`config.mk`:
```
export PLATFORM = sky130hd
export DESIGN_NAME = tilemap_ctrl
export DESIGN_NICKNAME = d
export VERILOG_FILES = /design/src/rtl/tilemap_ctrl.sv
export SDC_FILE = /design/constraint.sdc
export NUM_CORES = 1
export LEC_CHECK = 0
export ABC_AREA = 1
export BUFFER_PORTS_ARGS = -buffer_cell sky130_fd_sc_hd__buf_2
export CORE_ASPECT_RATIO = 0.5
export CORE_MARGIN = 2
export CORE_UTILIZATION = 45
export DETAILED_ROUTE_END_ITERATION = 6
export SYNTH_ARGS = -nofsm -noshare
export SYNTH_HDL_FRONTEND = slang
export SYNTH_SLANG_ARGS = --single-unit
```
`constraint.sdc`:
```
create_clock -name Clk -period 24.2 [get_ports Clk]
set_input_delay 2.42 -clock Clk [delete_from_list [all_inputs] [get_ports Clk]]
set_output_delay 2.42 -clock Clk [all_outputs]
set_load 0.05 [all_outputs]
```
`src/rtl/tilemap_ctrl.sv`:
```
// rtl/tilemap_ctrl.sv - tile map store shared by the display scan-out and a game request port
// Optional feature macro: TILEMAP_WRITE_BUFFER_EN (1-entry posted-write buffer)
module tilemap_ctrl #(
    parameter int ROWS       = 15,
    parameter int COLS       = 20,
    parameter int TILE_SHIFT = 5
) (
    input  logic       Clk,
    input  logic       Reset,
    input  logic       blank,
    input  logic [9:0] DrawX,
    input  logic [9:0] DrawY,
    output logic [1:0] tile_out,
    input  logic       req_valid,
    input  logic       req_we,
    input  logic [3:0] req_row,
    input  logic [4:0] req_col,
    input  logic [1:0] req_wdata,
    output logic       req_ready,
    output logic       rsp_valid,
    output logic [1:0] rsp_rdata,
    output logic       init_busy
);

    localparam int            DEPTH    = ROWS * COLS;
    localparam int            AW       = $clog2(DEPTH);
    localparam logic [AW-1:0] LAST_IDX = AW'(DEPTH - 1);
    localparam logic [3:0]    ROWS_L   = 4'(ROWS);
    localparam logic [4:0]    COLS_L   = 5'(COLS);
    localparam logic [4:0]    COL_LAST = 5'(COLS - 1);

    localparam logic ST_INIT = 1'b0;
    localparam logic ST_RUN  = 1'b1;

    logic          r_state;
    logic [AW-1:0] r_init_cnt;
    logic [3:0]    r_init_row;
    logic [4:0]    r_init_col;
    logic [1:0]    r_tile_out;
    logic          r_rsp_valid;
    logic [1:0]    r_rsp_rdata;

    // Single-port storage: exactly one address is presented per cycle.
    logic [1:0]    r_mem [0:DEPTH-1];
    logic [AW-1:0] w_mem_addr;
    logic          w_mem_we;
    logic [1:0]    w_mem_wdata;
    logic [1:0]    w_mem_rdata;

    logic [3:0]    w_disp_row;
    logic [4:0]    w_disp_col;
    logic          w_disp_in_range;
    logic [AW-1:0] w_disp_idx;
    logic          w_game_in_range;
    logic [AW-1:0] w_game_idx;
    logic [1:0]    w_init_val;
    logic          w_run;
    logic          w_ready;
    logic          w_accept;
    logic          w_unused_low_bits;

    assign w_run      = (r_state == ST_RUN);
    assign w_init_val = r_init_row[1:0] + r_init_col[1:0];

    assign w_disp_row      = DrawY[TILE_SHIFT+3:TILE_SHIFT];
    assign w_disp_col      = DrawX[TILE_SHIFT+4:TILE_SHIFT];
    assign w_disp_in_range = (w_disp_row < ROWS_L) && (w_disp_col < COLS_L);
    assign w_disp_idx      = AW'(w_disp_row) * AW'(COLS) + AW'(w_disp_col);

    assign w_game_in_range = (req_row < ROWS_L) && (req_col < COLS_L);
    assign w_game_idx      = AW'(req_row) * AW'(COLS) + AW'(req_col);

    // Sub-tile pixel bits and the top scan bits do not select a tile.
    assign w_unused_low_bits = ^{DrawX, DrawY};

`ifdef TILEMAP_WRITE_BUFFER_EN
    logic          r_wb_valid;
    logic [AW-1:0] r_wb_addr;
    logic [1:0]    r_wb_data;

    // While blanking is low the buffer drains first, so that cycle refuses new requests.
    assign w_ready = w_run && !r_wb_valid && (!blank || req_we);
`else
    assign w_ready = w_run && !blank;
`endif

    assign w_accept  = req_valid && w_ready;
    assign req_ready = w_ready;
    assign rsp_valid = r_rsp_valid;
    assign rsp_rdata = r_rsp_rdata;
    assign tile_out  = r_tile_out;
    assign init_busy = (r_state == ST_INIT);

    // Storage port owner: init sequencer, then display during active video, then buffer drain, then game port.
    always_comb begin
        w_mem_addr  = '0;
        w_mem_we    = 1'b0;
        w_mem_wdata = '0;
        if (!w_run) begin
            w_mem_addr  = r_init_cnt;
            w_mem_we    = 1'b1;
            w_mem_wdata = w_init_val;
        end else if (blank) begin
            w_mem_addr = w_disp_idx;
`ifdef TILEMAP_WRITE_BUFFER_EN
        end else if (r_wb_valid) begin
            w_mem_addr  = r_wb_addr;
            w_mem_we    = 1'b1;
            w_mem_wdata = r_wb_data;
`endif
        end else begin
            w_mem_addr  = w_game_idx;
            w_mem_we    = w_accept && req_we && w_game_in_range;
            w_mem_wdata = req_wdata;
        end
    end

    assign w_mem_rdata = r_mem[w_mem_addr];

    // Storage write; contents are rebuilt by the init sequence, so no reset here.
    always_ff @(posedge Clk) begin
        if (w_mem_we) begin
            r_mem[w_mem_addr] <= w_mem_wdata;
        end
    end

    // INIT/RUN sequencing with a row-major walk of the whole map.
    always_ff @(posedge Clk or posedge Reset) begin
        if (Reset) begin
            r_state    <= ST_INIT;
            r_init_cnt <= '0;
            r_init_row <= '0;
            r_init_col <= '0;
        end else if (r_state == ST_INIT) begin
            if (r_init_cnt == LAST_IDX) begin
                r_state <= ST_RUN;
            end else begin
                r_init_cnt <= r_init_cnt + 1'b1;
                if (r_init_col == COL_LAST) begin
                    r_init_col <= '0;
                    r_init_row <= r_init_row + 1'b1;
                end else begin
                    r_init_col <= r_init_col + 1'b1;
                end
            end
        end
    end

    // Display tile register: one cycle behind the scan coordinate.
    always_ff @(posedge Clk or posedge Reset) begin
        if (Reset) begin
            r_tile_out <= '0;
        end else if (w_run && blank && w_disp_in_range) begin
            r_tile_out <= w_mem_rdata;
        end else begin
            r_tile_out <= '0;
        end
    end

    // Read response: a single-cycle strobe after each accepted read.
    always_ff @(posedge Clk or posedge Reset) begin
        if (Reset) begin
            r_rsp_valid <= 1'b0;
            r_rsp_rdata <= '0;
        end else begin
            r_rsp_valid <= w_accept && !req_we;
            if (w_accept && !req_we) begin
                r_rsp_rdata <= w_game_in_range ? w_mem_rdata : 2'b00;
            end
        end
    end

`ifdef TILEMAP_WRITE_BUFFER_EN
    // Posted-write buffer: filled by writes accepted during active video, drained on the next blanking cycle.
    always_ff @(posedge Clk or posedge Reset) begin
        if (Reset) begin
            r_wb_valid <= 1'b0;
            r_wb_addr  <= '0;
            r_wb_data  <= '0;
        end else if (w_run && !blank && r_wb_valid) begin
            r_wb_valid <= 1'b0;
        end else if (w_accept && blank) begin
            r_wb_valid <= w_game_in_range;
            r_wb_addr  <= w_game_idx;
            r_wb_data  <= req_wdata;
        end
    end
`endif

endmodule

```
; ---- After elaboration in Yosys (flattened, before gate mapping)
; Memories as Yosys holds them, arrays and structs flattened.
; Cells that the tools add are included.
[word_totals]
regBits = 24
latchBits = 0
mem_bits_rw = 600
mem_bits_ro = 0
inputBits = 36
memories = 1
[memory_table]
columns = name, depth, width, read_ports, rd_clocked_by_memory_dff, write_ports, line_no
row1 = r_mem, 300, 2, 1, 0, 1, 44  ; logic [1:0] r_mem [0:DEPTH-1];
[op_classes]
addsub = 6
n_mul = 2
div_mod_pow = 0
order_cmp = 4
eq_ne = 2
shifts = 0
n_mux = 13
bitwise_logic = 2
n_reduce_logical = 13
[op_table]
columns = operator, count
row1 = $add A9 B5 Y9, 2
row2 = $mux W9, 2
row3 = $mul A4 B3 Y7 const B, 2
row4 = $lt A5 B5 Y1 const B, 2
row5 = $add A9 B1 Y9 const B, 1
row6 = $eq A9 B9 Y1 const B, 1
row7 = $logic_and A1 B1 Y1, 9
row8 = $lt A4 B4 Y1 const B, 2
row9 = $mux W2, 4
row10 = $mux W1, 6
row11 = $add A5 B1 Y5 const B, 1
row12 = $eq A5 B5 Y1 const B, 1
row13 = $mux W5, 1
row14 = $add A4 B1 Y4 const B, 1
row15 = $reduce_and A3 Y1, 1
row16 = $add A2 B2 Y2, 1
row17 = $logic_not A1 Y1, 2
row18 = $not A1 Y1, 2
row19 = $reduce_and A2 Y1, 1

; ---- Logic depth before layout (Yosys ltp)
; Gate-level depths: netlist of the first run.
[depth]
word_depth = 9
ltp_mapped = 23
ltp_nobuf = 20

; ---- Worst setup path after synthesis of the first run
; Ideal clock, no wire load.
[synth_path]
path_type = register to register
startpoint = register r_init_col[0]
endpoint = memory r_mem[0][1], data pin
setup_time_ns = 2.527
arrival_ns = 12.492
slack_ns = 9.180
path_stages_with_launch = 5
path_buffers = 0
cell_sequence = dfrtp_1 -> ha_1 -> xor2_1 -> xor2_1 -> o21ai_0
[synth_via]
elab_chain_len = 2
[synth_lines]
columns = element, line_no
row1 = start: declaration, 38  ; logic [4:0] r_init_col;
row2 = start signal: assignment, 143  ; r_init_col <= r_init_col + 1'b1;
row3 = $add A2 B2 Y2, 63  ; assign w_init_val = r_init_row[1:0] + r_init_col[1:0];
row4 = $mux W2, 99  ; if (!w_run) begin
row5 = via w_mem_wdata[1], 47  ; logic [1:0] w_mem_wdata;
row6 = end: declaration, 44
; The timed path passes the listed nets, and every way through them passes these cells.

; ---- Worst setup path after layout of the first run
[layout_path]
startpoint = input blank
endpoint = register r_tile_out[1] (netlist: tile_out[1])
[layout_via]
elab_chain_len = 4
word_cells_on_any_way = 6
[layout_lines]
columns = element, line_no
row1 = start: declaration, 10  ; input logic blank,
row2 = $mux W9, 103  ; end else if (blank) begin
row3 = $mux W9, 99
row4 = $mem_v2 Z300 W2, n/a
row5 = $mux W2 *, 153  ; end else if (w_run && blank && w_disp_in_range) begin
row6 = end signal: assignment, 154  ; r_tile_out <= w_mem_rdata;
row7 = end: declaration, 39  ; logic [1:0] r_tile_out;
; Mark *: on every way between the ends. The rest lies on a longest branch, timed or not.
; A chain may end at the register's enable or synchronous reset.

==> results of run 1 <==
cell usage in the layout, fill, tap and decap left out, types with 3 or more instances in the layout:
cell       count
nor3_1         5
clkbuf_1      15
nand2_1     1289
nand4_1       62
buf_12         3
ha_1          17
xor2_1        21
edfxtp_1     600
inv_1        214
nand3_1       38
dfrtp_1       22
buf_2         31
o21ai_2        3
o211ai_1       3
clkbuf_16     59
clkinv_1      17
fa_1           4
buf_4         22
o21ai_0      109
a21oi_1        6
inv_2          5
o21ai_1       42
bufinv_16      3
nand2_2       14
nor2_2         3
clkinv_2      10
nor2_1       369
kinds of logic (layout without fill, tap and decap cells):
group | Yosys count | count (layout) | share of synthesized area [%]
AND/OR/NAND/NOR | 1795 | 1795 | 24.6
flip-flops | 622 | 622 | 64.8
adder cells (fa/ha/maj) | 21 | 21 | 1.02
AO/OA/AOI/OAI | 169 | 169 | 3.06
XOR/XNOR | 23 | 23 | 0.703
buffers and inverters | 383 | 383 | 5.83
cell usage after synthesis (all sizes together):
| cell | count |
|---|---|
| nor3 | 7 |
| o21ai | 155 |
| a22o | 1 |
| nand2 | 1303 |
| fa | 4 |
| xnor2 | 2 |
| edfxtp | 600 |
| ha | 17 |
| o211ai | 3 |
| a41oi | 1 |
| dfrtp | 22 |
| clkinv | 1 |
| xor2 | 21 |
| buf | 86 |
| nor2 | 375 |
| nand4 | 62 |
| inv | 221 |
| nand3 | 42 |
| clkbuf | 75 |
| and2 | 2 |
| a31oi | 2 |
| or2 | 1 |
| a21oi | 6 |
| a21o | 1 |
| nor4 | 2 |
| and3 | 1 |
state kept, by name (all words and copies together), names as in the netlist:
name / cells
tile_out: 2
r_init_col: 5
rsp_rdata: 2
rsp_valid: 1
r_mem: 600
r_init_cnt: 9
r_init_row: 2
r_state: 1
stage by stage:
step / worst slack [ps] / power (µW) / util (%) / hold slack [ps] / area, µm²
final: 17490 / 2050 / 49.3 / 467 / 31100
after global routing: 17160 / 2100 / 49.3 / 496 / 31100
after CTS: 17660 / 2060 / 49.3 / 470 / 31100
after detailed placement: 17050 / 1200 / 46.5 / 457 / 29300
after global placement: 17040 / 1200 / 46.5 / 452 / 29300
after floorplan: 9180 / 1200 / - / 432 / 28700
final cells by class:
cell class	instances	share of cell area, %
multi-input cells	2008	27.3
repair buffers	56	1.22
well taps	837	3.37
clock buffers	74	4.93
clock inverters	31	0.701
flip-flops and latches	622	59.8
inverters	222	2.70
how the worst max path moves through the flow:
stage	startpoint	to	slack, ps	cells after the start
2_1_floorplan	r_init_col[0]$_DFFE_PP0P_	r_mem[0][1]$_DFFE_PP_	9180	4
3_3_place_gp	blank	tile_out[1]$_DFF_PP0_	17040	19
3_5_place_dp	blank	tile_out[1]$_DFF_PP0_	17050	18
4_1_cts	blank	tile_out[1]$_DFF_PP0_	17660	18
5_1_grt	blank	tile_out[1]$_DFF_PP0_	17160	19
6_report	blank	tile_out[1]$_DFF_PP0_	17490	18
worst max-delay path, delay by kind of cell:
kind                   cells  cell delay (ps)
AOI/OAI and AO/OA          2              390
buffers and inverters      4             2380
and+or+nand+nor           12             1770
power groups by stage:
stage	sequential, µW	combinational (µW)	clock (µW)
2_1_floorplan	1190	10.7	0
3_3_place_gp	1180	16.5	0
3_5_place_dp	1180	16.9	0
4_1_cts	1160	17.0	880
5_1_grt	1160	19.1	922
6_report	1160	16.7	870
routing by layer:
layer | part of all wire [%] | up-vias | track usage, %
li1 | - | 9655 | -
met1 | 46 | 9723 | 31.9
met2 | 45 | 622 | 35.5
met3 | 7.3 | 93 | 3.53
met4 | 1.8 | 0 | 4.52
met5 | 0 | - | 0
==> out/results.txt, run 1 <==
outcome -> finished, final reports clean
Fillers -> 5871
root buffer cell -> clkbuf_16
Switching Share -> 19.7%
Flop pwr share -> 56.7%
aggregate global-route resource usage -> 22.1%
GR Overflow Total -> 0
Max-slew headroom -> 21.2%
Max FO, Critical Path -> 220
TritonCTS Buffers -> 58
Setup Viol. Count Final -> 0
layout cells sized above 1 -> 5.61%
Warnings, synthesis -> 0
Min-Delay Path Depth -> 1
Core Box Area -> 63000 µm²
1st-iter DRT viols -> 1910
Initial Utilization -> 45.5%
Clock Skew -> 21.7 ps
leakage power -> 0.0117 µW
Worst setup EP type -> register
Antenna diodes -> 0
Min-Delay Endpoint -> r_init_col[4]$_DFFE_PP0P_
Die Wd -> 361 µm
Setup Fix Bufs, Post-CTS -> 0
Worst Hold Class -> register to register
Reg clk slew, reported paths -> 60 ps
vias in the first global route -> 19000
worst reg2reg path endpoint -> tile_out[1]$_DFF_PP0_
register area share after synthesis -> 64.8%
initial antenna violation count -> 0
Max-cap violations -> 0
storage element area -> 18600 µm²
Fin. Hold Viols -> 0
DR vias -> 20100
hold buffers post-CTS -> 0
Netlist Area Pre-Place -> 28700 µm²
first-pass GRT wire length -> 110000 µm
Pwr per Cell Area -> 65.9 nW/µm²
nets -> 3025
Syn Inst Count -> 3013
CTS tree -> yes
I/O Pins -> 43
wire length per cell -> 19.0 µm
clock sink count -> 622
RSZ-0062 raised after global routing -> no
Distinct cells, synth -> 39
Hold Startpoint -> r_init_col[4]$_DFFE_PP0P_
post-detailed-route via-to-cell ratio -> 5.22
Final ANT Viol Nets -> 0
R2R setup slack -> 18450 ps
full die area -> 65800 µm²
Sw Pwr -> 404 µW
multi-input logic area -> 8480 µm²
H-tree level count -> 2
internal power -> 1640 µW
clock insertion delay at the later pin of the skew report -> 610 ps
max incr delay on CP -> 840 ps
Tmin final -> 6710 ps
number of remaining DRC errors -> 0
cells taking the most area after synthesis -> edfxtp_1, nand2_1, nor2_1, inv_1, dfrtp_1
I/O Buffers -> 31
pin count of the biggest net entering global routing -> 242
worst path required time -> 24720 ps
setup tns final -> 0 ps
part of the power in combinational logic -> 0.8%
R2R depth -> 18
Mapped Nets -> 3070
top cell type's share of synthesized area -> 62.9%
post-DP HPWL -> 37800 µm
Final period util -> 27.7%
fin cells -> 3850
Slew Limit Fails -> 0
Crit path top cell by count -> nand2_1
Crit Path Class -> input port to register
clock share of power -> 42.5%
WP data arrival -> 7230 ps
die height -> 182 µm
First-pass DRT Iterations -> 5
clock tree buffer depth -> 3
# rows -> 65
critical path launch point type -> input port
maximum clock rate -> 149 MHz
Mean Syn Cell Area -> 9.51 µm²
Routed Wire Length -> 73000 µm
post-CTS sizing -> 0
Placed Instances -> 3745
Slew @ Worst Pin -> 1180 ps
top cell type by total area after synthesis -> edfxtp_1
Worst path slowest cell -> buf_4
r2r startpoint -> r_state$_DFF_PP0_
Layout area overhead -> 8.42%
Worst VDD drop -> 0.0636 mV
CP Cell Sequence -> buf_2 > nand3_2 > nand3_4 > buf_12 > buf_4 > buf_4 > o21ai_0 > nand2_1 > nand2_1 > nand2_1 > nand2_1 > o21ai_1 > nand2_1 > nor2_1 > nor2_1 > nor2_1 > nand2_1 > nor2_1
Yosys reg bits -> 622
gp weighted congestion -> 0.806
No activity file was read; power rests on OpenSTA's default activity.
==> run 2, diff against run 1 <==
==> constraint.sdc (replaced) <==
create_clock -name Clk -period 6.7 [get_ports Clk]
set_input_delay 0.67 -clock Clk [delete_from_list [all_inputs] [get_ports Clk]]
set_output_delay 0.67 -clock Clk [all_outputs]
set_load 0.05 [all_outputs]
==> out/results.txt, run 2 (synthesized netlist as in run 1, its figures left out) <==
vias in the first global route -> 19100
Fin. Hold Viols -> 0
Clock Skew -> 18.8 ps
Design Power -> 7340 µW
Max-cap violations -> 0
gr busiest metal -> met2
clock insertion delay at the later pin of the skew report -> 600 ps
pin count of the biggest net entering global routing -> 238
Max FO, Critical Path -> 237
nets -> 3032
Pwr per Cell Area -> 236 nW/µm²
Max-slew headroom -> 18.7%
H-tree level count -> 2
worst path required time -> 6970 ps
Layout area overhead -> 8.59%
most frequent cells in the layout -> nand2_1, edfxtp_1, nor2_1
WP data arrival -> 4380 ps
aggregate global-route resource usage -> 22.3%
critical path launch point type -> register
Slew @ Worst Pin -> 1220 ps
Setup Fix Bufs, Post-CTS -> 0
1st-iter DRT viols -> 2152
Cell Area, Placed -> 29400 µm²
die height -> 182 µm
Antenna diodes -> 0
Core Box Area -> 63000 µm²
CTS tree -> yes
layout cells sized above 1 -> 5.66%
Routed Wire Length -> 73400 µm
maximum clock rate -> 243 MHz
setup tns final -> 0 ps
Crit Path Class -> register to register
Sw Pwr -> 1440 µW
post-CTS sizing -> 0
root buffer cell -> clkbuf_16
Setup Viol. Count Final -> 0
full die area -> 65800 µm²
Tmin final -> 4110 ps
hold buffers post-CTS -> 0
First-pass DRT Iterations -> 6
met1 usage -> 32.5%
largest reg by FF count -> r_mem
Switching Share -> 19.6%
Initial Utilization -> 45.5%
# rows -> 65
commonest non-fill, non-tap cell in the layout -> nand2_1
outcome -> finished, final reports clean
gp weighted congestion -> 0.834
DR vias -> 20300
RSZ-0062 raised after global routing -> no
post-route cell area -> 31100 µm²
Fillers -> 5784
Min Hold Slack -> 242 ps
Final ANT Viol Nets -> 0
Reg clk slew, reported paths -> 70 ps
max reg flops -> 600
first-pass GRT wire length -> 111000 µm
Top Registers -> r_mem: 600 flops, r_init_cnt: 9 flops, r_init_col: 5 flops
Die Wd -> 361 µm
post-detailed-route via-to-cell ratio -> 5.27
number of remaining DRC errors -> 0
clock tree buffer depth -> 3
Slew Limit Fails -> 0
met3 usage -> 3.40%
Worst Hold Class -> input port to asynchronous set/reset pin
I/O Buffers -> 31
routing usage on met2 -> 35.3%
Final period util -> 61.3%
I/O Pins -> 43
post-DP HPWL -> 39000 µm
initial antenna violation count -> 0
wire length per cell -> 19.0 µm
GR Overflow Total -> 0
leakage power -> 0.0117 µW
Flop pwr share -> 57.2%
TritonCTS Buffers -> 57
Worst setup EP type -> register
part of the power in combinational logic -> 0.8%
clock share of power -> 42.0%
clock sink count -> 622
Worst VDD drop -> 0.193 mV
internal power -> 5900 µW
[run 2: cell count changes in the layout (fill, tap and decap cells not counted), moves of 2 or more]
cell      previous run  this run
buf_4               22        29
clkinv_1            17        24
clkinv_2            10         7
nand2_1           1289      1291
nand2_2             14        12
[run 2: metal layers]
layer | wire length [µm] | up-vias
met5 | 0 | -
met4 | 1350 | 0
met3 | 5670 | 103
met2 | 32400 | 732
met1 | 33900 | 9810
li1 | - | 9686
[run 2: cell type report]
type                    instances  area [µm²]  area share (%)
inverters                     222         838            2.69
clock inverters                33         194           0.623
repair buffers                 64         453            1.46
flip-flops and latches        622       18600            59.7
clock buffers                  74        1530            4.93
multi-input cells            2008        8480            27.3
well taps                     837        1050            3.37
[run 2: power groups by stage]
stage / Sequential, µW / Clock (µW) / Combinational (µW)
global route: 4190 / 3280 / 68.5
CTS: 4200 / 3130 / 59.1
finish: 4200 / 3080 / 58.8
global placement: 4280 / 0 / 57.5
floorplan: 4280 / 0 / 38.5
detailed placement: 4280 / 0 / 58.2
[run 2: through the flow]
step	instances	setup WS [ps]	util (%)
after CTS	3860	2490	49.4
after global routing	3860	2210	49.4
after floorplan	3013	494	-
after global placement	3753	2120	46.6
final	3860	2590	49.4
after detailed placement	3753	2110	46.6
[run 2: critical path: stages, from the launching register on]
cell	delay, ps
dfrtp_1	540
inv_2	330
nand2_2	140
nand3_4	180
buf_12	490
nand2_1	370
nor2_1	410
nand2_2	730
nor2_1	420
[run 2: final timing paths]
path / start / to / slack (ps) / cells after the start
max: r_state$_DFF_PP0_ / r_mem[215][0]$_DFFE_PP_ / 2590 / 8
min: Reset / rsp_valid$_DFF_PP0_ / 240 / 2
max reg2reg: r_state$_DFF_PP0_ / r_mem[215][0]$_DFFE_PP_ / 2590 / 8
min reg2reg: r_init_cnt[8]$_DFFE_PP0P_ / r_init_cnt[8]$_DFFE_PP0P_ / 470 / 1
max in group asynchronous: Reset / r_init_row[0]$_DFFE_PP0P_ / 5910 / 2
min in group Clk: req_we / rsp_valid$_DFF_PP0_ / 270 / 2
